### src/rtl/ho_pkg.sv
// Shared types and constants for the handover controller.
package ho_pkg;

   // Controller states
   typedef enum logic [2:0] {
      ST_IDLE,
      ST_DWELL,
      ST_REQ,
      ST_SWITCH,
      ST_DRAIN
   } ho_state_t;

   // One-hot base station identifiers (bit0 = BS1)
   localparam logic [2:0] BS1 = 3'b001;
   localparam logic [2:0] BS2 = 3'b010;
   localparam logic [2:0] BS3 = 3'b100;

   // Default parameter values
   localparam logic [7:0] DEF_HYST        = 8'd10;
   localparam int         DEF_DWELL       = 3;
   localparam int         DEF_ACK_TIMEOUT = 8;
   localparam int         DEF_FIFO_DEPTH  = 4;

   // Datapath and counter widths
   localparam int              DATA_W  = 4;
   localparam int              CNT_W   = 8;
   localparam logic [CNT_W-1:0] CNT_MAX = '1;

   // Saturating increment so the dwell and ack timers never wrap
   function automatic logic [CNT_W-1:0] sat_inc(input logic [CNT_W-1:0] v);
      return (v == CNT_MAX) ? v : v + 8'd1;
   endfunction

endpackage

### src/rtl/ho_fifo.sv
// Small synchronous FIFO that holds server words while a handover is in flight.
// A push into a full FIFO is accepted only when a pop happens in the same cycle.
module ho_fifo
   import ho_pkg::*;
#(
   parameter int DEPTH = DEF_FIFO_DEPTH,
   parameter int WIDTH = DATA_W
)(
   input  logic             clk,
   input  logic             reset,
   input  logic             push,
   input  logic             pop,
   input  logic [WIDTH-1:0] din,
   output logic [WIDTH-1:0] dout,
   output logic             full,
   output logic             empty,
   output logic             one_left
);

   localparam int PW = (DEPTH > 1) ? $clog2(DEPTH) : 1;
   localparam int CW = $clog2(DEPTH + 1);

   logic [WIDTH-1:0] mem [DEPTH];
   logic [PW-1:0]    wr_ptr;
   logic [PW-1:0]    rd_ptr;
   logic [CW-1:0]    count;
   logic             do_push;
   logic             do_pop;

   assign empty    = (count == '0);
   assign full     = (count == CW'(DEPTH));
   assign one_left = (count == CW'(1));
   assign do_pop   = pop && !empty;
   assign do_push  = push && (!full || do_pop);
   assign dout     = mem[rd_ptr];

   // Storage array; contents need no reset because count gates every read
   always_ff @(posedge clk) begin
      if (do_push) begin
         mem[wr_ptr] <= din;
      end
   end

   // Pointer and occupancy bookkeeping
   always_ff @(posedge clk or posedge reset) begin
      if (reset) begin
         wr_ptr <= '0;
         rd_ptr <= '0;
         count  <= '0;
      end else begin
         if (do_push) begin
            wr_ptr <= (wr_ptr == PW'(DEPTH - 1)) ? '0 : wr_ptr + 1'b1;
         end
         if (do_pop) begin
            rd_ptr <= (rd_ptr == PW'(DEPTH - 1)) ? '0 : rd_ptr + 1'b1;
         end
         case ({do_push, do_pop})
            2'b10:   count <= count + 1'b1;
            2'b01:   count <= count - 1'b1;
            default: count <= count;
         endcase
      end
   end

endmodule

### src/rtl/handover_ctrl.sv
// Handover controller: picks a better base station with hysteresis and dwell,
// negotiates the switch with the target, and keeps server words in order
// across the switch by buffering them in ho_fifo.
module handover_ctrl
   import ho_pkg::*;
#(
   parameter logic [7:0] HYST        = DEF_HYST,
   parameter int         DWELL       = DEF_DWELL,
   parameter int         ACK_TIMEOUT = DEF_ACK_TIMEOUT,
   parameter int         FIFO_DEPTH  = DEF_FIFO_DEPTH
)(
   input  logic              clk,
   input  logic              reset,
   input  logic [7:0]        signalquality1,
   input  logic [7:0]        signalquality2,
   input  logic [7:0]        signalquality3,
   input  logic              sv_valid,
   input  logic [DATA_W-1:0] SV_data,
   output logic [2:0]        tgt_req,
   input  logic [2:0]        tgt_ack,
   output logic [2:0]        serving,
   output logic              ho_busy,
   output logic              out_valid,
   output logic [DATA_W-1:0] final_data,
   output logic              ho_fail,
   output logic              ovf
);

   ho_state_t          state;
   ho_state_t          next_state;
   logic [CNT_W-1:0]   cnt;
   logic [CNT_W-1:0]   next_cnt;
   logic [2:0]         cand_reg;
   logic [2:0]         next_cand;

   logic [7:0]         serving_q;
   logic [7:0]         best_q;
   logic [2:0]         cand;
   logic               found;
   logic               cand_valid;

   logic               load_serving;
   logic               fail_now;
   logic               bypass;
   logic               push_req;
   logic               pop_req;
   logic               ovf_set;

   logic [DATA_W-1:0]  fifo_dout;
   logic               fifo_full;
   logic               fifo_empty;
   logic               fifo_one;

   // Word buffer used while the serving link is being changed
   ho_fifo #(
      .DEPTH (FIFO_DEPTH),
      .WIDTH (DATA_W)
   ) u_fifo (
      .clk      (clk),
      .reset    (reset),
      .push     (push_req),
      .pop      (pop_req),
      .din      (SV_data),
      .dout     (fifo_dout),
      .full     (fifo_full),
      .empty    (fifo_empty),
      .one_left (fifo_one)
   );

   // Best non-serving station (ties to the lowest index) and its hysteresis test
   always_comb begin
      serving_q = signalquality1;
      if (serving[1]) begin
         serving_q = signalquality2;
      end else if (serving[2]) begin
         serving_q = signalquality3;
      end
      best_q = '0;
      cand   = '0;
      found  = 1'b0;
      if (!serving[0]) begin
         cand   = BS1;
         best_q = signalquality1;
         found  = 1'b1;
      end
      if (!serving[1] && (!found || signalquality2 > best_q)) begin
         cand   = BS2;
         best_q = signalquality2;
         found  = 1'b1;
      end
      if (!serving[2] && (!found || signalquality3 > best_q)) begin
         cand   = BS3;
         best_q = signalquality3;
         found  = 1'b1;
      end
      cand_valid = found && ({1'b0, best_q} > ({1'b0, serving_q} + {1'b0, HYST}));
   end

   // Next-state logic plus the FIFO and bypass steering for each state
   always_comb begin
      next_state   = state;
      next_cnt     = cnt;
      next_cand    = cand_reg;
      load_serving = 1'b0;
      fail_now     = 1'b0;
      bypass       = 1'b0;
      push_req     = 1'b0;
      pop_req      = 1'b0;
      case (state)
         ST_IDLE: begin
            if (fifo_empty) begin
               bypass = sv_valid;
               if (cand_valid) begin
                  next_state = ST_DWELL;
                  next_cnt   = CNT_W'(1);
                  next_cand  = cand;
               end
            end else begin
               push_req = sv_valid;
               pop_req  = 1'b1;
            end
         end
         ST_DWELL: begin
            if (fifo_empty) begin
               bypass = sv_valid;
            end else begin
               push_req = sv_valid;
               pop_req  = 1'b1;
            end
            if (!cand_valid || (cand != cand_reg)) begin
               next_state = ST_IDLE;
               next_cnt   = '0;
            end else if (cnt >= CNT_W'(DWELL)) begin
               next_state = ST_REQ;
               next_cnt   = '0;
            end else begin
               next_cnt = sat_inc(cnt);
            end
         end
         ST_REQ: begin
            push_req = sv_valid;
            if ((tgt_ack & cand_reg) != 3'b000) begin
               next_state   = ST_SWITCH;
               load_serving = 1'b1;
               next_cnt     = '0;
            end else if (cnt >= CNT_W'(ACK_TIMEOUT - 1)) begin
               next_state = ST_IDLE;
               fail_now   = 1'b1;
               next_cnt   = '0;
            end else begin
               next_cnt = sat_inc(cnt);
            end
         end
         ST_SWITCH: begin
            push_req   = sv_valid;
            next_state = ST_DRAIN;
         end
         ST_DRAIN: begin
            push_req = sv_valid;
            pop_req  = !fifo_empty;
            if (!sv_valid && (fifo_empty || fifo_one)) begin
               next_state = ST_IDLE;
            end
         end
         default: begin
            next_state = ST_IDLE;
            next_cnt   = '0;
         end
      endcase
   end

   assign ovf_set = push_req && fifo_full && !pop_req;
   assign tgt_req = (state == ST_REQ) ? cand_reg : 3'b000;
   assign ho_busy = (state != ST_IDLE);

   // FSM state, shared dwell/ack timer and the latched candidate
   always_ff @(posedge clk or posedge reset) begin
      if (reset) begin
         state    <= ST_IDLE;
         cnt      <= '0;
         cand_reg <= '0;
      end else begin
         state    <= next_state;
         cnt      <= next_cnt;
         cand_reg <= next_cand;
      end
   end

   // Serving station, failure pulse and sticky overflow flag
   always_ff @(posedge clk or posedge reset) begin
      if (reset) begin
         serving <= BS1;
         ho_fail <= 1'b0;
         ovf     <= 1'b0;
      end else begin
         if (load_serving) begin
            serving <= cand_reg;
         end
         ho_fail <= fail_now;
         if (ovf_set) begin
            ovf <= 1'b1;
         end
      end
   end

   // Registered delivery to the mobile: either the bypassed word or a FIFO pop
   always_ff @(posedge clk or posedge reset) begin
      if (reset) begin
         out_valid  <= 1'b0;
         final_data <= '0;
      end else begin
         out_valid <= bypass | pop_req;
         if (pop_req) begin
            final_data <= fifo_dout;
         end else if (bypass) begin
            final_data <= SV_data;
         end
      end
   end

endmodule

### config.mk
export PLATFORM = sky130hd
export DESIGN_NAME = handover_ctrl
export DESIGN_NICKNAME = d
export VERILOG_FILES = /design/src/rtl/ho_pkg.sv /design/src/rtl/ho_fifo.sv /design/src/rtl/handover_ctrl.sv
export SDC_FILE = /design/constraint.sdc
export NUM_CORES = 1
export LEC_CHECK = 0
export ABC_AREA = 0
export BUFFER_PORTS_ARGS = -buffer_cell sky130_fd_sc_hd__buf_2
export CAP_MARGIN = 20
export CORE_MARGIN = 5
export CORE_UTILIZATION = 45
export CTS_BUF_LIST = sky130_fd_sc_hd__clkbuf_8
export CTS_CLUSTER_DIAMETER = 30
export DETAILED_ROUTE_END_ITERATION = 10
export MAX_ROUTING_LAYER = met4
export PLACE_DENSITY = 0.65
export SYNTH_ARGS = -nofsm -noshare
export SYNTH_HDL_FRONTEND = slang
export SYNTH_SLANG_ARGS = --single-unit
export TNS_END_PERCENT = 10
### constraint.sdc
create_clock -name clk -period 7.2 [get_ports clk]
set_input_delay 0.36 -clock clk [delete_from_list [all_inputs] [get_ports clk]]
set_output_delay 0.36 -clock clk [all_outputs]
set_load 0.05 [all_outputs]
== Word-level counts from Yosys, hierarchy flattened ==
Memories as Yosys holds them, arrays and structs flattened.
Index checks and enable logic that the tools add are counted.

* Register bits after elaboration: 31
* Memory bits (writable): 16
* Input bits: 34
* Output and inout port bits: 14
* Word-level logic and storage cells: 122
* Memories kept: 1

{| class="wikitable"
|+ Memories
! name !! words !! bits a word !! rd ports !! clocked after Yosys merged registers in !! write ports !! RTL line !! text
|-
| u_fifo.mem || 4 || 4 || 1 || 0 || 1 || ho_fifo.sv:23 || <nowiki>logic [WIDTH-1:0] mem [DEPTH];</nowiki>
|}

* Add/subtract/negate cells: 6
* $lt $le $gt $ge: 5
* Equal/unequal tests: 17
* Multiplexer cells: 46
* Bitwise operators: 3
* Reduce and logical (&&, ||, !) cells: 33

{| class="wikitable"
|+ Operator list
! cell !! count
|-
| 2-to-1 mux 8 bit || 12
|-
| one-hot mux 8 bit (4 select lines) || 1
|-
| 2-to-1 mux 3 bit || 10
|-
| > comparator 8 bit || 2
|-
| 2-to-1 mux 1 bit || 15
|-
| one-hot mux 3 bit (5 select lines) || 1
|-
| adder 8 x 4 -> 9 bit, second input constant || 1
|-
| > comparator 8 x 9 -> 1 bit || 1
|-
| adder 8 x 1 -> 8 bit, second input constant || 1
|-
| equality test 8 bit, second input constant || 1
|-
| >= comparator 8 x 2 -> 1 bit, second input constant || 1
|-
| >= comparator 8 x 3 -> 1 bit, second input constant || 1
|-
| logical AND 1 bit || 8
|-
| logical NOT 1 bit || 8
|-
| 2-to-1 mux 4 bit || 2
|-
| equality test 2 bit, second input constant || 3
|-
| equality test 3 x 1 -> 1 bit, second input constant || 2
|-
| equality test 3 x 2 -> 1 bit, second input constant || 2
|-
| equality test 3 bit, second input constant || 2
|-
| logical NOT 3 bit || 2
|-
| != test 2 bit, second input constant || 3
|-
| != test 3 bit, second input constant || 2
|-
| one-hot mux 3 bit (2 select lines) || 1
|-
| AND reduction 3 bit || 2
|-
| 16 further kinds || 26
|}

== Logic depth before layout (Yosys ltp) ==
* Depth in word-level cells: 15
* Depth in mapped cells: 30
* Gate-level depth less buffers: 26

== Modules after synthesis ==
From an unflattened synthesis, not the netlist that was laid out.

* Cell total of the unflattened synthesis: 352
* Area, all modules: 3548.4 sq um

{| class="wikitable"
|+ Modules (own cells, without submodules)
! module !! instances !! cells each !! area an instance (sq um)
|-
| handover_ctrl || 1 || 267 || 2357.3
|-
| ho_fifo || 1 || 85 || 1191.1
|}

== Worst setup path after synthesis ==
No wires, ideal clock.

* Path kind: reg2reg
* Start: register serving[0]
* End: register cnt[0]
* Library setup time: 77 ps
* Data arrival time: 6016 ps
* Required time: 7123 ps
* Slack: 1107 ps
* Stages on the path, launching flop included: 29
* Buffers on the path: 4
* Cells stage by stage: dfstp_2 -> inv_1 -> clkbuf_1 -> nand2_1 -> ha_1 -> a211oi_1 -> o21ai_0 -> o21ai_1 -> clkbuf_1 -> nor2_1 -> a31oi_1 -> ha_1 -> nor2b_1 -> o211ai_1 -> a21oi_1 -> o21ai_0 -> a21o_1 -> clkbuf_1 -> buf_1 -> a21oi_1 -> ha_1 -> a21oi_1 -> o21ai_0 -> a221oi_1 -> a211oi_2 -> and3_2 -> a21boi_2 -> a211oi_1 -> a21oi_1

* Longest elaborated chain between the ends: 15
* Elaborated cells on any way between the ends: 25

{| class="wikitable"
|+ RTL lines
! item !! RTL line !! text
|-
| start, declared || handover_ctrl.sv:21 || <nowiki>output logic [2:0] serving,</nowiki>
|-
| start signal, assigned || handover_ctrl.sv:197 || <nowiki>serving <= cand_reg;</nowiki>
|-
| 2-to-1 mux 8 bit || handover_ctrl.sv:81 || <nowiki>if (!serving[0]) begin</nowiki>
|-
| > comparator 8 bit || handover_ctrl.sv:86 || <nowiki>if (!serving[1] && (!found || signalquality2 > best_q)) begin</nowiki>
|-
| logical OR 1 bit || handover_ctrl.sv:86 ||
|-
| logical AND 1 bit || handover_ctrl.sv:86 ||
|-
| 2-to-1 mux 8 bit or 2-to-1 mux 1 bit (tied branches) || handover_ctrl.sv:86 ||
|-
| > comparator 8 bit or logical NOT 1 bit (tied branches) || handover_ctrl.sv:91 || <nowiki>if (!serving[2] && (!found || signalquality3 > best_q)) begin</nowiki>
|-
| logical OR 1 bit || handover_ctrl.sv:91 ||
|-
| logical AND 1 bit || handover_ctrl.sv:91 ||
|-
| 2-to-1 mux 8 bit || handover_ctrl.sv:91 ||
|-
| > comparator 8 x 9 -> 1 bit || handover_ctrl.sv:96 || <nowiki>cand_valid = found && ({1'b0, best_q} > ({1'b0, serving_q} + {1'b0, HYST}));</nowiki>
|-
| logical AND 1 bit || handover_ctrl.sv:96 ||
|-
| logical NOT 1 bit || handover_ctrl.sv:130 || <nowiki>if (!cand_valid || (cand != cand_reg)) begin</nowiki>
|-
| logical OR 1 bit || handover_ctrl.sv:130 ||
|-
| 2-to-1 mux 8 bit || handover_ctrl.sv:130 ||
|-
| one-hot mux 8 bit (4 select lines) || handover_ctrl.sv:109 || <nowiki>case (state)</nowiki>
|-
| end signal, assigned || handover_ctrl.sv:184 || <nowiki>cnt <= next_cnt;</nowiki>
|-
| end, declared || handover_ctrl.sv:31 || <nowiki>logic [CNT_W-1:0] cnt;</nowiki>
|}

Parallel ways exist; a longest one is shown, timed or not.
A chain may end at the register's enable or synchronous reset.

== Worst setup path in the final report ==
Ends and elaborated chain as after synthesis.

==> results.sh <==
export IMPL_grt_pass1_wl_um=12190
export IMPL_cts_max_path_buffers=2
export IMPL_min_period_ns=6.144
export IMPL_synth_seq_cells=47
export IMPL_cts_sinks=47
export IMPL_cts_repair_resized=0
export IMPL_hold_viol_final=0
export IMPL_p_per_area_nw_per_um2=433.7
export IMPL_drt_iter0_markers=129
export IMPL_synth_ff_type="dfrtp_1"
export IMPL_maxCapViolations=0
export IMPL_reg2reg_from="serving[0]$_DFFE_PP1P_"
export IMPL_synth_distinct_cells=56
export IMPL_p_comb_share_pct=61.4
export IMPL_sw_frac_of_total_pct=47.98
export IMPL_synth_adder_area_share_pct=13.25
export IMPL_max_stage_delay_ns=0.61
export IMPL_p_clk_share_pct=10.4
export IMPL_cts_made_buffers=5
export IMPL_finClkSkew_ns=0.009266
export IMPL_synth_xor_area_share_pct=2.318
export IMPL_die_w_um=96.93
export IMPL_hpwl_um=5744
export IMPL_irDropWorstVdd_mv=0.1672
export IMPL_multiInputGateArea_um2=1973
export IMPL_synth_top_family_by_area="compound AO/OA/AOI/OAI gates"
export IMPL_yosys_warnings=0
export IMPL_worstPathArrival_ns=6.38
export IMPL_areaGrowthSynthToFinish_pct=11.59
export IMPL_synth_async_reset_ratio_pct=65.96
export IMPL_crit_buf_inv=2
export IMPL_slew_viol_final=0
export IMPL_slowest_stage="dfstp_2"
export IMPL_vias=2658
export IMPL_r2r_end="cnt[0]$_DFFE_PP0P_"
export IMPL_port_buffers=47
export IMPL_finalCritPeriodShare_pct=85.33
export IMPL_worst_pin_slew_ns=0.8018
export IMPL_fmax_mhz=162.8
export IMPL_intPower_mw=0.8561
export IMPL_status="finished, final reports clean"
export IMPL_cp_endpoint="cnt[0]$_DFFE_PP0P_"
export IMPL_cts_hold_buf=0
export IMPL_core_area_um2=7292
export IMPL_synth_edf_count=16
export IMPL_switchingPower_mw=0.7898
export IMPL_netlist_instances=355
export IMPL_critPathRequiredTime_ns=7.43
export IMPL_clk_latency_ns=0.31
export IMPL_antenna_found_initial=0
export IMPL_grt_max_degree=32
export IMPL_synth_common_cells="nor2_1 (38), ha_1 (36), a21oi_1 (33), dfrtp_1 (30), nand2_1 (30)"
export IMPL_htreeDepth=2
export IMPL_io_pins=48
export IMPL_synth_top_area_share_pct=22.08
export IMPL_num_rows=31
export IMPL_cts_root_buf="clkbuf_8"
export IMPL_wl_um=7086
export IMPL_largest_reg_flops=16
export IMPL_cp_top_family="compound AO/OA/AOI/OAI gates"
export IMPL_finalInstanceArea_um2=3795
export IMPL_place_area_um2=3699
export IMPL_num_fill_cells=700
export IMPL_ant_nets=0
export IMPL_clk_pin_slew_ns=0.10
export IMPL_seq_area_um2=1257
export IMPL_cts_setup_buffers=0
export IMPL_die_area_um2=9395
export IMPL_startpoint_type="flop"
export IMPL_wl_per_cell_um=14.23
export IMPL_start_util_pct=46.64
export IMPL_syn_avg_cell_area_um2=9.580
export IMPL_grt_pass1_vias=2547
export IMPL_fin_nets=468
export IMPL_muxShareOfSynthArea_pct=10.78
export IMPL_cp_end_kind="flop"
export IMPL_yosys_cell_count_top_type="nor2_1"
export IMPL_hp_class="input port to asynchronous set/reset pin"
export IMPL_overflow=0
export IMPL_yosys_top_cells_area="dfrtp_1 (22%), edfxtp_1 (14%), ha_1 (13%), a21oi_1 (4.9%), nor2_1 (4.2%)"
export IMPL_first_pass_iters=4
export IMPL_cp_num_cells=25
export IMPL_synth_seq_area_share_pct=36.98
export IMPL_fp_dieH_um=96.93
export IMPL_crit_type="flop to flop"
export IMPL_tns_ns=0
export IMPL_layout_drive_gt1_share_pct=20.80
export IMPL_drc=0
export IMPL_tritoncts="yes"
export IMPL_rsz0062_at_grt="no"
export IMPL_n_antenna_cell=0
export IMPL_regMostFlops="u_fifo.mem"
export IMPL_vias_per_cell=5.337
export IMPL_synth_simple_area_share_pct=15.64
export IMPL_max_slew_margin_rel_pct=46.55
export IMPL_grt_usage_pct=15.82
export IMPL_ff2ff_path_depth=25
export IMPL_synth_nets=425
export IMPL_yosysTopAreaCell="dfrtp_1"
export IMPL_power_leakage_nw=1.745
export IMPL_crit_fanout=17
export IMPL_netlist_area_um2=3401
export IMPL_synth_compound_area_share_pct=16.04
export IMPL_pwr_share_seq_pct=28.2
export IMPL_startpoint="serving[0]$_DFFE_PP1P_"
export IMPL_top_regs="u_fifo.mem: 16 flops, cnt: 8 flops, final_data: 4 flops"
export IMPL_routabilityCongestion=0.8883
export IMPL_r2r_slack_ns=1.06
export IMPL_setup_viol=0
==> area by class of cell <==
| cell class | instances | share of cell area, % |
|---|---|---|
| timing repair buffer | 49 | 6.594 |
| tap | 99 | 3.264 |
| sequential | 47 | 33.14 |
| inverter | 25 | 2.473 |
| clock buffer | 5 | 1.813 |
| clock inverter | 3 | 0.7254 |
| multi-input combinational | 270 | 51.99 |
==> worst register-to-register path, delay by kind of cell (launching register included) <==
kind	cells	cell delay (ns)
buffers and inverters	2	0.49
adders and majority gates	3	0.81
AOI/OAI and AO/OA	16	3.63
and+or+nand+nor	4	0.53
DFF	1	0.61
==> routing by layer <==
metal / track usage (%) / vias to the layer above / part of all wire [%]
li1: - / 1361 / -
met1: 20.33 / 1237 / 46
met2: 25.90 / 51 / 49
met3: 3.309 / 9 / 4.3
met4: 3.348 / 0 / 1.1
met5: - / - / 0
==> per-stage QoR <==
stage	utilization, %	instances	power [mW]	hold slack (ns)	worst slack [ns]
after detailed placement	50.72	490	1.485	0.4711	1.139
after floorplan	-	355	1.286	0.4589	1.107
after global routing	52.04	498	1.813	0.1558	0.3833
final	52.04	498	1.646	0.1274	1.056
after CTS	52.04	498	1.665	0.1232	1.099
after global placement	50.72	490	1.461	0.4629	1.444
==> cell families after synthesis <==
group,Yosys count
AOI/OAI and AO/OA,84
adders and majority gates,36
buffers and inverters,38
xor gates and xnor gates,9
DFF,47
and+or+nand+nor,113
muxes,28
==> power by group through the flow <==
stage	clock network, mW	logic, mW	registers, mW
after detailed placement	0	1.01	0.471
after floorplan	0	0.789	0.497
after global placement	0	0.993	0.468
after CTS	0.179	1.02	0.465
after global routing	0.189	1.14	0.481
final	0.171	1.01	0.464
==> placed cells by master (no fill, tap or decap), types with 8 or more instances in the layout <==
cell       n
o21ai_0   16
inv_1     25
nor2b_1    8
nor2_1    38
and2_1     8
ha_1      36
a21oi_1   33
dfrtp_1   30
nand2_1   30
buf_2     47
mux2i_1   12
edfxtp_1  16
==> worst min path at each step <==
stage           from                          end  slack, ns  cells past startpoint
3_5_place_dp   reset          out_valid$_DFF_PP0_       0.47                      3
5_1_grt        reset  u_fifo.count[2]$_DFFE_PP0P_       0.16                      3
2_1_floorplan  reset      cand_reg[0]$_DFFE_PP0P_       0.46                      1
4_1_cts        reset    final_data[3]$_DFFE_PP0P_       0.12                      3
3_3_place_gp   reset          out_valid$_DFF_PP0_       0.46                      3
6_report       reset  u_fifo.count[2]$_DFFE_PP0P_       0.13                      3
No activity file was read; power rests on OpenSTA's default activity.
